$ cat config.mk
export PLATFORM = sky130hd
export DESIGN_NAME = series_sum_engine_flat
export DESIGN_NICKNAME = d
export VERILOG_FILES = /design/src/rtl/series_pkg.sv /design/src/rtl/series_sum_engine_if.sv /design/src/rtl/series_term_unit.sv /design/src/rtl/series_sum_engine.sv /design/src/flat_wrapper.sv
export SDC_FILE = /design/constraint.sdc
export NUM_CORES = 1
export LEC_CHECK = 0
export BUFFER_PORTS_ARGS = -buffer_cell sky130_fd_sc_hd__buf_2
export CAP_MARGIN = 20
export CORE_ASPECT_RATIO = 0.5
export CORE_MARGIN = 2
export CORE_UTILIZATION = 45
export CTS_CLUSTER_DIAMETER = 40
export CTS_CLUSTER_SIZE = 40
export DETAILED_ROUTE_END_ITERATION = 12
export PLACE_DENSITY = 0.62
export SYNTH_ARGS = -nofsm -noshare
export SYNTH_HDL_FRONTEND = slang
export SYNTH_HIERARCHICAL = 1
export SYNTH_SLANG_ARGS = --single-unit
$ cat constraint.sdc
create_clock -name Clk -period 18.05 [get_ports Clk]
set_input_delay 1.805 -clock Clk [delete_from_list [all_inputs] [get_ports Clk]]
set_output_delay 1.805 -clock Clk [all_outputs]
set_load 0.01 [all_outputs]
$ cat src/rtl/series_pkg.sv
// Shared encodings for the series accumulator engine.
// Build option: SERIES_SAT_EN selects saturating accumulation.
package series_pkg;

  localparam logic [1:0] MODE_ARITH = 2'd0;
  localparam logic [1:0] MODE_SQR   = 2'd1;
  localparam logic [1:0] MODE_GEOM  = 2'd2;

  typedef enum logic [1:0] {
    S_IDLE = 2'd0,
    S_LOAD = 2'd1,
    S_RUN  = 2'd2,
    S_DONE = 2'd3
  } state_t;

endpackage

$ cat src/rtl/series_sum_engine_if.sv
// Host-facing Start/Busy/Done bundle of the series engine.
// Master is the host FSM, slave is the engine.
interface series_sum_engine_if #(
  parameter int WIDTH = 8,
  parameter int ACC_W = 2 * WIDTH
);

  logic             Start;
  logic [1:0]       Mode;
  logic [WIDTH-1:0] A;
  logic [WIDTH-1:0] D;
  logic [WIDTH-1:0] N;
  logic             Busy;
  logic             Done;
  logic [ACC_W-1:0] Result;
  logic             Ovf;

  modport master (
    output Start, Mode, A, D, N,
    input  Busy, Done, Result, Ovf
  );

  modport slave (
    input  Start, Mode, A, D, N,
    output Busy, Done, Result, Ovf
  );

endinterface

$ cat src/rtl/series_term_unit.sv
// Combinational term step: contribution, next term and
// overflow flags for one series iteration.
module series_term_unit
  import series_pkg::*;
#(
  parameter int WIDTH = 8,
  parameter int ACC_W = 2 * WIDTH
) (
  input  logic [1:0]       mode,
  input  logic [ACC_W-1:0] term,
  input  logic [WIDTH-1:0] d,
  output logic [ACC_W-1:0] contrib,
  output logic [ACC_W-1:0] next_term,
  output logic             ovf
);

  localparam int PW = 2 * ACC_W;

  logic [PW-1:0]  sq;
  logic [PW-1:0]  pr;
  logic [ACC_W:0] add;

  always_comb begin
    sq  = PW'(term) * PW'(term);
    pr  = PW'(term) * PW'(d);
    add = (ACC_W+1)'(term) + (ACC_W+1)'(d);
  end

  // Reserved mode falls through to the arithmetic default.
  always_comb begin
    contrib   = term;
    next_term = add[ACC_W-1:0];
    ovf       = add[ACC_W];
    unique case (1'b1)
      (mode == MODE_SQR): begin
        contrib   = sq[ACC_W-1:0];
        next_term = add[ACC_W-1:0];
        ovf       = (|sq[PW-1:ACC_W]) | add[ACC_W];
      end
      (mode == MODE_GEOM): begin
        contrib   = term;
        next_term = pr[ACC_W-1:0];
        ovf       = |pr[PW-1:ACC_W];
      end
      default: begin
        contrib   = term;
        next_term = add[ACC_W-1:0];
        ovf       = add[ACC_W];
      end
    endcase
  end

endmodule

$ cat src/rtl/series_sum_engine.sv
// Series accumulator: FSM, counter, accumulator, outputs.
// Build option: SERIES_SAT_EN saturates acc on overflow.
module series_sum_engine
  import series_pkg::*;
#(
  parameter int WIDTH = 8,
  parameter int ACC_W = 2 * WIDTH
) (
  input  logic                Clk,
  input  logic                Rst_n,
  series_sum_engine_if.slave  bus
);

  state_t           state_q, state_d;
  logic [1:0]       mode_q, mode_d;
  logic [WIDTH-1:0] a_q, a_d;
  logic [WIDTH-1:0] d_q, d_d;
  logic [WIDTH-1:0] n_q, n_d;
  logic [WIDTH-1:0] cnt_q, cnt_d;
  logic [ACC_W-1:0] term_q, term_d;
  logic [ACC_W-1:0] acc_q, acc_d;
  logic [ACC_W-1:0] result_q, result_d;
  logic             ovf_q, ovf_d;

  logic [ACC_W-1:0] contrib;
  logic [ACC_W-1:0] next_term;
  logic             tu_ovf;
  logic [ACC_W:0]   acc_sum;
  logic             ovf_now;

  series_term_unit #(
    .WIDTH (WIDTH),
    .ACC_W (ACC_W)
  ) u_term (
    .mode      (mode_q),
    .term      (term_q),
    .d         (d_q),
    .contrib   (contrib),
    .next_term (next_term),
    .ovf       (tu_ovf)
  );

  always_comb begin
    acc_sum = (ACC_W+1)'(acc_q) + (ACC_W+1)'(contrib);
    ovf_now = tu_ovf | acc_sum[ACC_W];
  end

  always_comb begin
    state_d  = state_q;
    mode_d   = mode_q;
    a_d      = a_q;
    d_d      = d_q;
    n_d      = n_q;
    cnt_d    = cnt_q;
    term_d   = term_q;
    acc_d    = acc_q;
    result_d = result_q;
    ovf_d    = ovf_q;
    unique case (state_q)
      S_IDLE: begin
        if (bus.Start) begin
          state_d = S_LOAD;
          mode_d  = bus.Mode;
          a_d     = bus.A;
          d_d     = bus.D;
          n_d     = bus.N;
          ovf_d   = 1'b0;
        end
      end
      S_LOAD: begin
        term_d = ACC_W'(a_q);
        acc_d  = '0;
        cnt_d  = '0;
        if (n_q == '0) begin
          state_d  = S_DONE;
          result_d = '0;
        end else begin
          state_d = S_RUN;
        end
      end
      S_RUN: begin
`ifdef SERIES_SAT_EN
        // Once flagged, acc is pinned at all-ones.
        acc_d = (ovf_q | ovf_now) ? '1 : acc_sum[ACC_W-1:0];
`else
        acc_d = acc_sum[ACC_W-1:0];
`endif
        ovf_d  = ovf_q | ovf_now;
        term_d = next_term;
        cnt_d  = cnt_q + WIDTH'(1);
        if (cnt_q == n_q - WIDTH'(1)) begin
          state_d  = S_DONE;
          result_d = acc_d;
        end
      end
      S_DONE: begin
        state_d = S_IDLE;
      end
      default: begin
        state_d = S_IDLE;
      end
    endcase
  end

  always_ff @(posedge Clk or negedge Rst_n) begin
    if (!Rst_n) begin
      state_q  <= S_IDLE;
      mode_q   <= '0;
      a_q      <= '0;
      d_q      <= '0;
      n_q      <= '0;
      cnt_q    <= '0;
      term_q   <= '0;
      acc_q    <= '0;
      result_q <= '0;
      ovf_q    <= 1'b0;
    end else begin
      state_q  <= state_d;
      mode_q   <= mode_d;
      a_q      <= a_d;
      d_q      <= d_d;
      n_q      <= n_d;
      cnt_q    <= cnt_d;
      term_q   <= term_d;
      acc_q    <= acc_d;
      result_q <= result_d;
      ovf_q    <= ovf_d;
    end
  end

  assign bus.Busy   = (state_q == S_LOAD) || (state_q == S_RUN);
  assign bus.Done   = (state_q == S_DONE);
  assign bus.Result = result_q;
  assign bus.Ovf    = ovf_q;

endmodule
$ cat src/flat_wrapper.sv
// flat-port wrapper written by rule: the top's interface ports become plain ports
module series_sum_engine_flat import series_pkg::*;
#(
  parameter int WIDTH = 8,
  parameter int ACC_W = 2 * WIDTH
)
  (Clk, Rst_n, bus_Start, bus_Mode, bus_A, bus_D, bus_N, bus_Busy, bus_Done, bus_Result, bus_Ovf);
  series_sum_engine_if #(.WIDTH(WIDTH), .ACC_W(ACC_W)) bus_i ();
  input  logic Clk;
  input  logic Rst_n;
  input wire logic [$bits(bus_i.Start)-1:0] bus_Start;
  input wire logic [$bits(bus_i.Mode)-1:0] bus_Mode;
  input wire logic [$bits(bus_i.A)-1:0] bus_A;
  input wire logic [$bits(bus_i.D)-1:0] bus_D;
  input wire logic [$bits(bus_i.N)-1:0] bus_N;
  output wire logic [$bits(bus_i.Busy)-1:0] bus_Busy;
  output wire logic [$bits(bus_i.Done)-1:0] bus_Done;
  output wire logic [$bits(bus_i.Result)-1:0] bus_Result;
  output wire logic [$bits(bus_i.Ovf)-1:0] bus_Ovf;
  assign bus_i.Start = bus_Start;
  assign bus_i.Mode = bus_Mode;
  assign bus_i.A = bus_A;
  assign bus_i.D = bus_D;
  assign bus_i.N = bus_N;
  assign bus_Busy = bus_i.Busy;
  assign bus_Done = bus_i.Done;
  assign bus_Result = bus_i.Result;
  assign bus_Ovf = bus_i.Ovf;
  series_sum_engine #(.WIDTH(WIDTH), .ACC_W(ACC_W)) u_core (.Clk(Clk), .Rst_n(Rst_n), .bus(bus_i));
endmodule
==> summary.txt, run 1 <==
Status
  • Status: finished clean

Timing
  • Slew Viols, Final: 0
  • Setup TNS: 0 ps
  • Final Hold Viols: 0
  • Worst Skew: ~12 ps
  • Slew margin rel.: a little under two fifths
  • Slew @ Worst Pin: 945.4 ps
  • Fmax: about 0.13 GHz
  • Minimum clock period after layout: 7880 ps
  • Tcrit/Tclk final: 43.66%
  • RSZ-0062 raised after global routing: no
  • Final setup fails: 0

Setup path
  • Worst R2R Setup Slack: 10,170 ps
  • Slowest stage cell, crit path: dfrtp_1
  • CP Launch Type: flop
  • Crit path required time: 18,330 ps
  • Crit Path Class: flop to flop
  • Reg-to-reg startpoint: u_core/term_q[2]
  • Crit path DAT: 8160 ps
  • Critical Path Fanout Max: 23
  • Most frequent CP cell: inv_1
  • Crit end category: flop
  • R2R cell count: 29
  • Crit Reg-Reg Endpoint: u_core/bus.Result[13]
  • Crit path largest cell delay: ~680 ps

Cells and area
  • Area Growth Syn to Fin: 5.931%
  • Layout cell share with drive strength beyond 1: 7.805%
  • Net count, final: 2,420
  • Fin area: about 18,000 µm²
  • Commonest non-fill, non-tap cell in the layout: inv_1
  • Diodes inserted: 0
  • Final cell count without fillers: 2,467
  • Most frequent cells in the layout: inv_1 (373), fa_1 (249), nand2_1 (199), ha_1 (172), and2_1 (120)

Worst hold path
  • Min-delay src: u_core/bus.Result[7]
  • Hold Crit Class: flop to flop
  • Hold-critical path endpoint: u_core/bus.Result[7]
  • Hold depth: 2

Job
  • Total of max-cap violations: 0

Drt
  • Vias: 13.35k
  • Antenna-violating nets left: 0
  • Drt initial violations: between 800 and 900
  • Remaining routing DRC violations: 0
  • Routed Wire Length: 43.39 mm
  • First-pass iteration count of the detailed router: 5
  • Via/cell ratio: 5.411
  • WL/cell: about 18 µm

Logic synthesis
  • Ys Warns: 6
  • Synthesis-stage register bit count: 85
  • Prevailing post-synth register cell: dfrtp_1
  • Post-synthesis async set-or-reset flop share: 100.0%
  • Cell area after synthesis: 17,170 µm²
  • Mapped Avg Cell Area: just under 9 µm²
  • Syn Nets: 2,428
  • Post-synth EDFFs: 0
  • Syn Inst Count: 1,976
  • Synth unique cells: between 80 and 90
  • Post-synthesis sequential area ratio: 12.39%

Clocking
  • CTS Buf Count: 9
  • Clock Path Buffers: 2
  • CTS sink count: 85
  • H-Tree Depth: 3
  • Post-CTS sizing: 0
  • Post-CTS Setup Repair Bufs: 0
  • Clock slew at reported path FFs: 70 ps
  • TritonCTS clock tree: done
  • Hold_buf cts: 0
  • Clock Latency Late Sink: around 370 ps
  • Clock root cell: clkbuf_16

Die
  • Die area: 39,830 µm²
  • Core Rows: 50
  • I/O pin count: between 40 and 50
  • Initial Util: a little under half
  • DIE WIDTH: approximately 280 µm
  • Chip Height: 142.1 µm
  • Core region area: 37,470 µm²

Placement
  • Buffers on Ports: 47
  • Placer congestion estimate: 0.8994
  • Cells after DPL: 2,450
  • Hpwl dp: 34.60 mm
  • Post-DP Area: between 15,000 and 20,000 µm²

GRT
  • First-pass GRT wire length: 72.85 mm
  • Vias in the first global route: 13.72k
  • GRT Resource Usage Total: between 20% and 30%
  • Largest net degree at the start of global routing: 72
  • Antenna violations before repair: 0
  • Remaining global-route overflow: 0
[area by class of cell]
class / instances / area (µm²)
Sequential cell: 85 / 2127
Timing Repair Buffer: 66 / 400.4
Fill cell: 3586 / 19280
Clock inverter: 6 / 97.59
Tap cell: 494 / 618.1
Clock buffer: 10 / 239.0
Inverter: 373 / 1400
Multi-Input combinational cell: 1433 / 13310
[how the worst max path moves through the flow]
stage                       endpoint             start  cells after the start
2_1_floorplan  u_core/bus.Result[15]  u_core/term_q[8]                     32
3_3_place_gp          u_core/bus.Ovf  u_core/term_q[2]                     26
3_5_place_dp   u_core/bus.Result[13]  u_core/term_q[2]                     29
4_1_cts        u_core/bus.Result[13]  u_core/term_q[2]                     29
5_1_grt        u_core/bus.Result[13]  u_core/term_q[2]                     29
6_report       u_core/bus.Result[13]  u_core/term_q[2]                     29
[layer usage]
metal	GRT usage, %	wire length (µm)	vias up
met5	0	0	-
met2	37.04	19170	318
met4	4.363	556	0
li1	-	-	6359
met1	32.92	21020	6627
met3	4.366	2643	44
[cells by family after synthesis]
logic type	synth area share, %
adder cells (fa/ha/maj)	41.71
XOR/XNOR	3.621
buffers and inverters	10.14
AND/OR/NAND/NOR	16.00
flip-flops	12.39
multiplexers	3.374
AO/OA/AOI/OAI	12.77
[synth_stat cells, drive strengths merged (43+ instances only)]
master	number	area (µm²)
inv	373	1400
fa	249	4985
nand2	200	753.2
ha	174	2177
and2	122	763.2
o21ai	97	493.0
a21oi	86	430.4
dfrtp	85	2127
nor2	79	296.5
clkbuf	75	281.5
xnor2	46	402.9
nand3	43	215.2
[metrics by stage]
step	hold slack, ps	util (%)	setup WS, ps
5_1_grt	526.9	48.54	9693
3_3_place_gp	466.2	47.57	10400
3_5_place_dp	462.8	47.57	10270
6_report	487.4	48.54	10170
2_1_floorplan	478.7	-	10990
4_1_cts	489.5	48.47	10190
[flip-flops by register name, summed over array words and instances, names as in the netlist]
signal and flops:
u_core/state_q 2, u_core/acc_q 16, u_core/n_q 8, u_core/mode_q 2
u_core/bus.Ovf 1, u_core/term_q 16, u_core/d_q 8, u_core/bus.Result 16
u_core/a_q 8, u_core/cnt_q 8
[worst max-delay path, delay by kind of cell, from the launching register on]
| family | cells | cell delay (ps) |
|---|---|---|
| fa+ha+maj | 8 | 3840 |
| compound gates | 5 | 1430 |
| simple gates | 7 | 740 |
| buf+inv | 7 | 680 |
| flops | 1 | 680 |
| mux | 1 | 280 |
| xor+xnor | 1 | 130 |
Power of run 1 is not shown: default switching activity piles up to over one toggle a cycle in this logic, so the estimate is an artifact.
==> run 2, diff against run 1 <==
--- a/config.mk
+++ b/config.mk
@@ -5,6 +5,7 @@
 export SDC_FILE = /design/constraint.sdc
 export NUM_CORES = 1
 export LEC_CHECK = 0
+export ABC_AREA = 1
 export BUFFER_PORTS_ARGS = -buffer_cell sky130_fd_sc_hd__buf_2
 export CAP_MARGIN = 20
 export CORE_ASPECT_RATIO = 0.5
==> constraint.sdc (replaced) <==
create_clock -name Clk -period 7.7 [get_ports Clk]
set_input_delay 0.77 -clock Clk [delete_from_list [all_inputs] [get_ports Clk]]
set_output_delay 0.77 -clock Clk [all_outputs]
set_load 0.01 [all_outputs]
==> summary.txt, run 2 <==
Timing
  • Worst Skew: 19.53 ps
  • WHS: about 380 ps
  • Final Hold Viols: 0
  • Setup TNS: 0 ps
  • Minimum clock period after layout: 6927 ps
  • RSZ-0062 raised after global routing: no
  • Tcrit/Tclk final: 89.96%
  • Slew @ Worst Pin: just under 900 ps
  • Slew Viols, Final: 0
  • Final setup fails: 0
  • Fmax: 0.1444 GHz
  • Slew margin rel.: around two fifths

Clocking
  • Hold_buf cts: 0
  • Post-CTS Setup Repair Bufs: 0
  • Clock Latency Late Sink: about 380 ps
  • CTS sink count: 85
  • CTS Buf Count: 9
  • H-Tree Depth: 3
  • Clock slew at reported path FFs: 90 ps
  • TritonCTS clock tree: done
  • Post-CTS sizing: 0
  • Clock root cell: clkbuf_16
  • Clock Path Buffers: 2

Drt
  • Drt initial violations: 1,125
  • First-pass iteration count of the detailed router: 6
  • Routed Wire Length: 50.20 mm
  • Vias: 15.58k
  • Antenna-violating nets left: 0
  • WL/cell: 16.10 µm
  • Via/cell ratio: around 5
  • Remaining routing DRC violations: 0

Logic synthesis
  • Post-Synth Adder-Cell Area: 39.77%
  • Syn Nets: 3,021
  • Synth unique cells: 47
  • Prevailing post-synth register cell: dfrtp_1
  • Synth Area in Compound Gates: between 6 and 7%
  • Share of the synthesized area in the top cell type: 27.68%
  • Largest family of logic cells by synthesized area: adder cells
  • Cell area after synthesis: 18,010 µm²
  • Post-synthesis mux area share: less than 1%
  • Commonest cells in the netlist: nand2_1 (776), inv_1 (652), fa_1 (249), ha_1 (174), nor2_1 (149)
  • Synthesis-stage register bit count: 85
  • Top area cells in the synthesized netlist: fa_1 (28%), nand2_1 (16%), inv_1 (14%)
  • Post-synth EDFFs: 0
  • Ys Warns: 6
  • Post-synth top area cell: fa_1
  • Most common cell in the synthesized netlist: nand2_1
  • Syn Inst Count: 2,569
  • Post-synthesis sequential area ratio: 11.81%
  • Post-synthesis async set-or-reset flop share: 100.0%
  • Mapped Avg Cell Area: approximately 7 µm²
  • Simple-Gate Fraction of Synth Area: 24.65%
  • XOR/XNOR share of the synthesized area: 1.459%

Setup path
  • Crit path DAT: ~7200 ps
  • Crit end category: flop
  • Crit path largest cell delay: 910 ps
  • Most frequent CP cell: nand2_1
  • R2R cell count: 32
  • Crit path required time: approximately 8000 ps
  • CP Buf/Inv Count: 5
  • Worst path top cell family by delay: adder cells
  • Crit Reg-Reg Endpoint: u_core/bus.Ovf
  • Crit Path Class: flop to flop
  • Reg-to-reg startpoint: u_core/term_q[7]
  • Worst R2R Setup Slack: 770 ps
  • Critical Path Fanout Max: 16
  • Slowest stage cell, crit path: dfrtp_1
  • CP Launch Type: flop

Die
  • Chip Height: 145.5 µm
  • I/O pin count: 48
  • Core Rows: 51
  • Core region area: between 30,000 and 40,000 µm²
  • DIE WIDTH: ~290 µm
  • Initial Util: 45.97%
  • Die area: 41,740 µm²

Cells and area
  • Most frequent cells in the layout: nand2_1 (775), inv_1 (652), fa_1 (249), ha_1 (174), nor2_1 (149)
  • Commonest non-fill, non-tap cell in the layout: nand2_1
  • Net count, final: 3,034
  • Layout cell share with drive strength beyond 1: about 5.8%
  • Fillers: roughly 4.0k
  • Area Growth Syn to Fin: 6.357%
  • Diodes inserted: 0

Placement
  • Buffers on Ports: 47
  • Hpwl dp: 40.15 mm
  • Placer congestion estimate: between 0.9 and 1

Status
  • Status: finished clean

Job
  • Total of max-cap violations: 0

GRT
  • GRT Resource Usage Total: roughly a quarter
  • Remaining global-route overflow: 0
  • Antenna violations before repair: 1
  • Largest net degree at the start of global routing: 45
  • Vias in the first global route: between 15k and 20k
  • First-pass GRT wire length: 83.32 mm

Worst hold path
  • Hold Crit Class: input port to asynchronous set/reset pin
==> run 2: cell count changes in the layout (fill, tap and decap cells not counted), moves of 18 or more <==
cell | before | now
a21o_1 | 27 | 9
and2_1 | 120 | 4
inv_1 | 373 | 652
mux2_2 | 37 | 12
nand2_1 | 199 | 775
nand3_1 | 43 | 94
nor2_1 | 79 | 149
o21ai_0 | 93 | 68
xnor2_1 | 46 | 16
==> run 2: layout make-up <==
class | instances | area (µm²) | share of cell area (%)
Multi-Input combinational cell | 1755 | 13110 | 68.43
Clock buffer | 10 | 239.0 | 1.248
Clock inverter | 6 | 100.1 | 0.5226
Sequential cell | 85 | 2127 | 11.10
Inverter | 654 | 2455 | 12.82
Tap cell | 530 | 663.1 | 3.462
Timing Repair Buffer | 77 | 462.9 | 2.417
==> run 2: kinds of logic after synthesis <==
logic type | after synthesis
compound gates | 200
xor+xnor | 30
fa+ha+maj | 423
buf+inv | 729
flops | 85
mux | 12
simple gates | 1090
==> run 2: routing by layer <==
metal | routed length (µm) | track usage, % | share of wire (%)
met2 | 22020 | 39.46 | 44
met4 | 574 | 4.089 | 1.1
met3 | 3130 | 4.107 | 6.2
met1 | 24460 | 37.19 | 49
met5 | 11 | 0 | 0.022
==> run 2: worst max path at each step <==
stage / end / startpoint / cells past startpoint
floorplan: u_core/bus.Result[15] / u_core/term_q[9] / 35
global placement: u_core/bus.Result[15] / u_core/term_q[7] / 27
detailed placement: u_core/bus.Ovf / u_core/term_q[6] / 33
CTS: u_core/bus.Result[15] / u_core/term_q[7] / 27
global route: u_core/bus.Result[14] / u_core/term_q[7] / 32
finish: u_core/bus.Ovf / u_core/term_q[7] / 32
==> run 2: stage by stage <==
step	cell area, µm²	util, %	setup slack [ps]	instances
2_1_floorplan	18010	-	1432	2569
5_1_grt	19150	48.89	250.3	3117
3_5_place_dp	18820	48.02	916.5	3101
3_3_place_gp	18820	48.02	930.2	3101
6_report	19150	48.89	773.1	3117
4_1_cts	19150	48.89	854.0	3117
Power of run 2 is left out for the same reason.
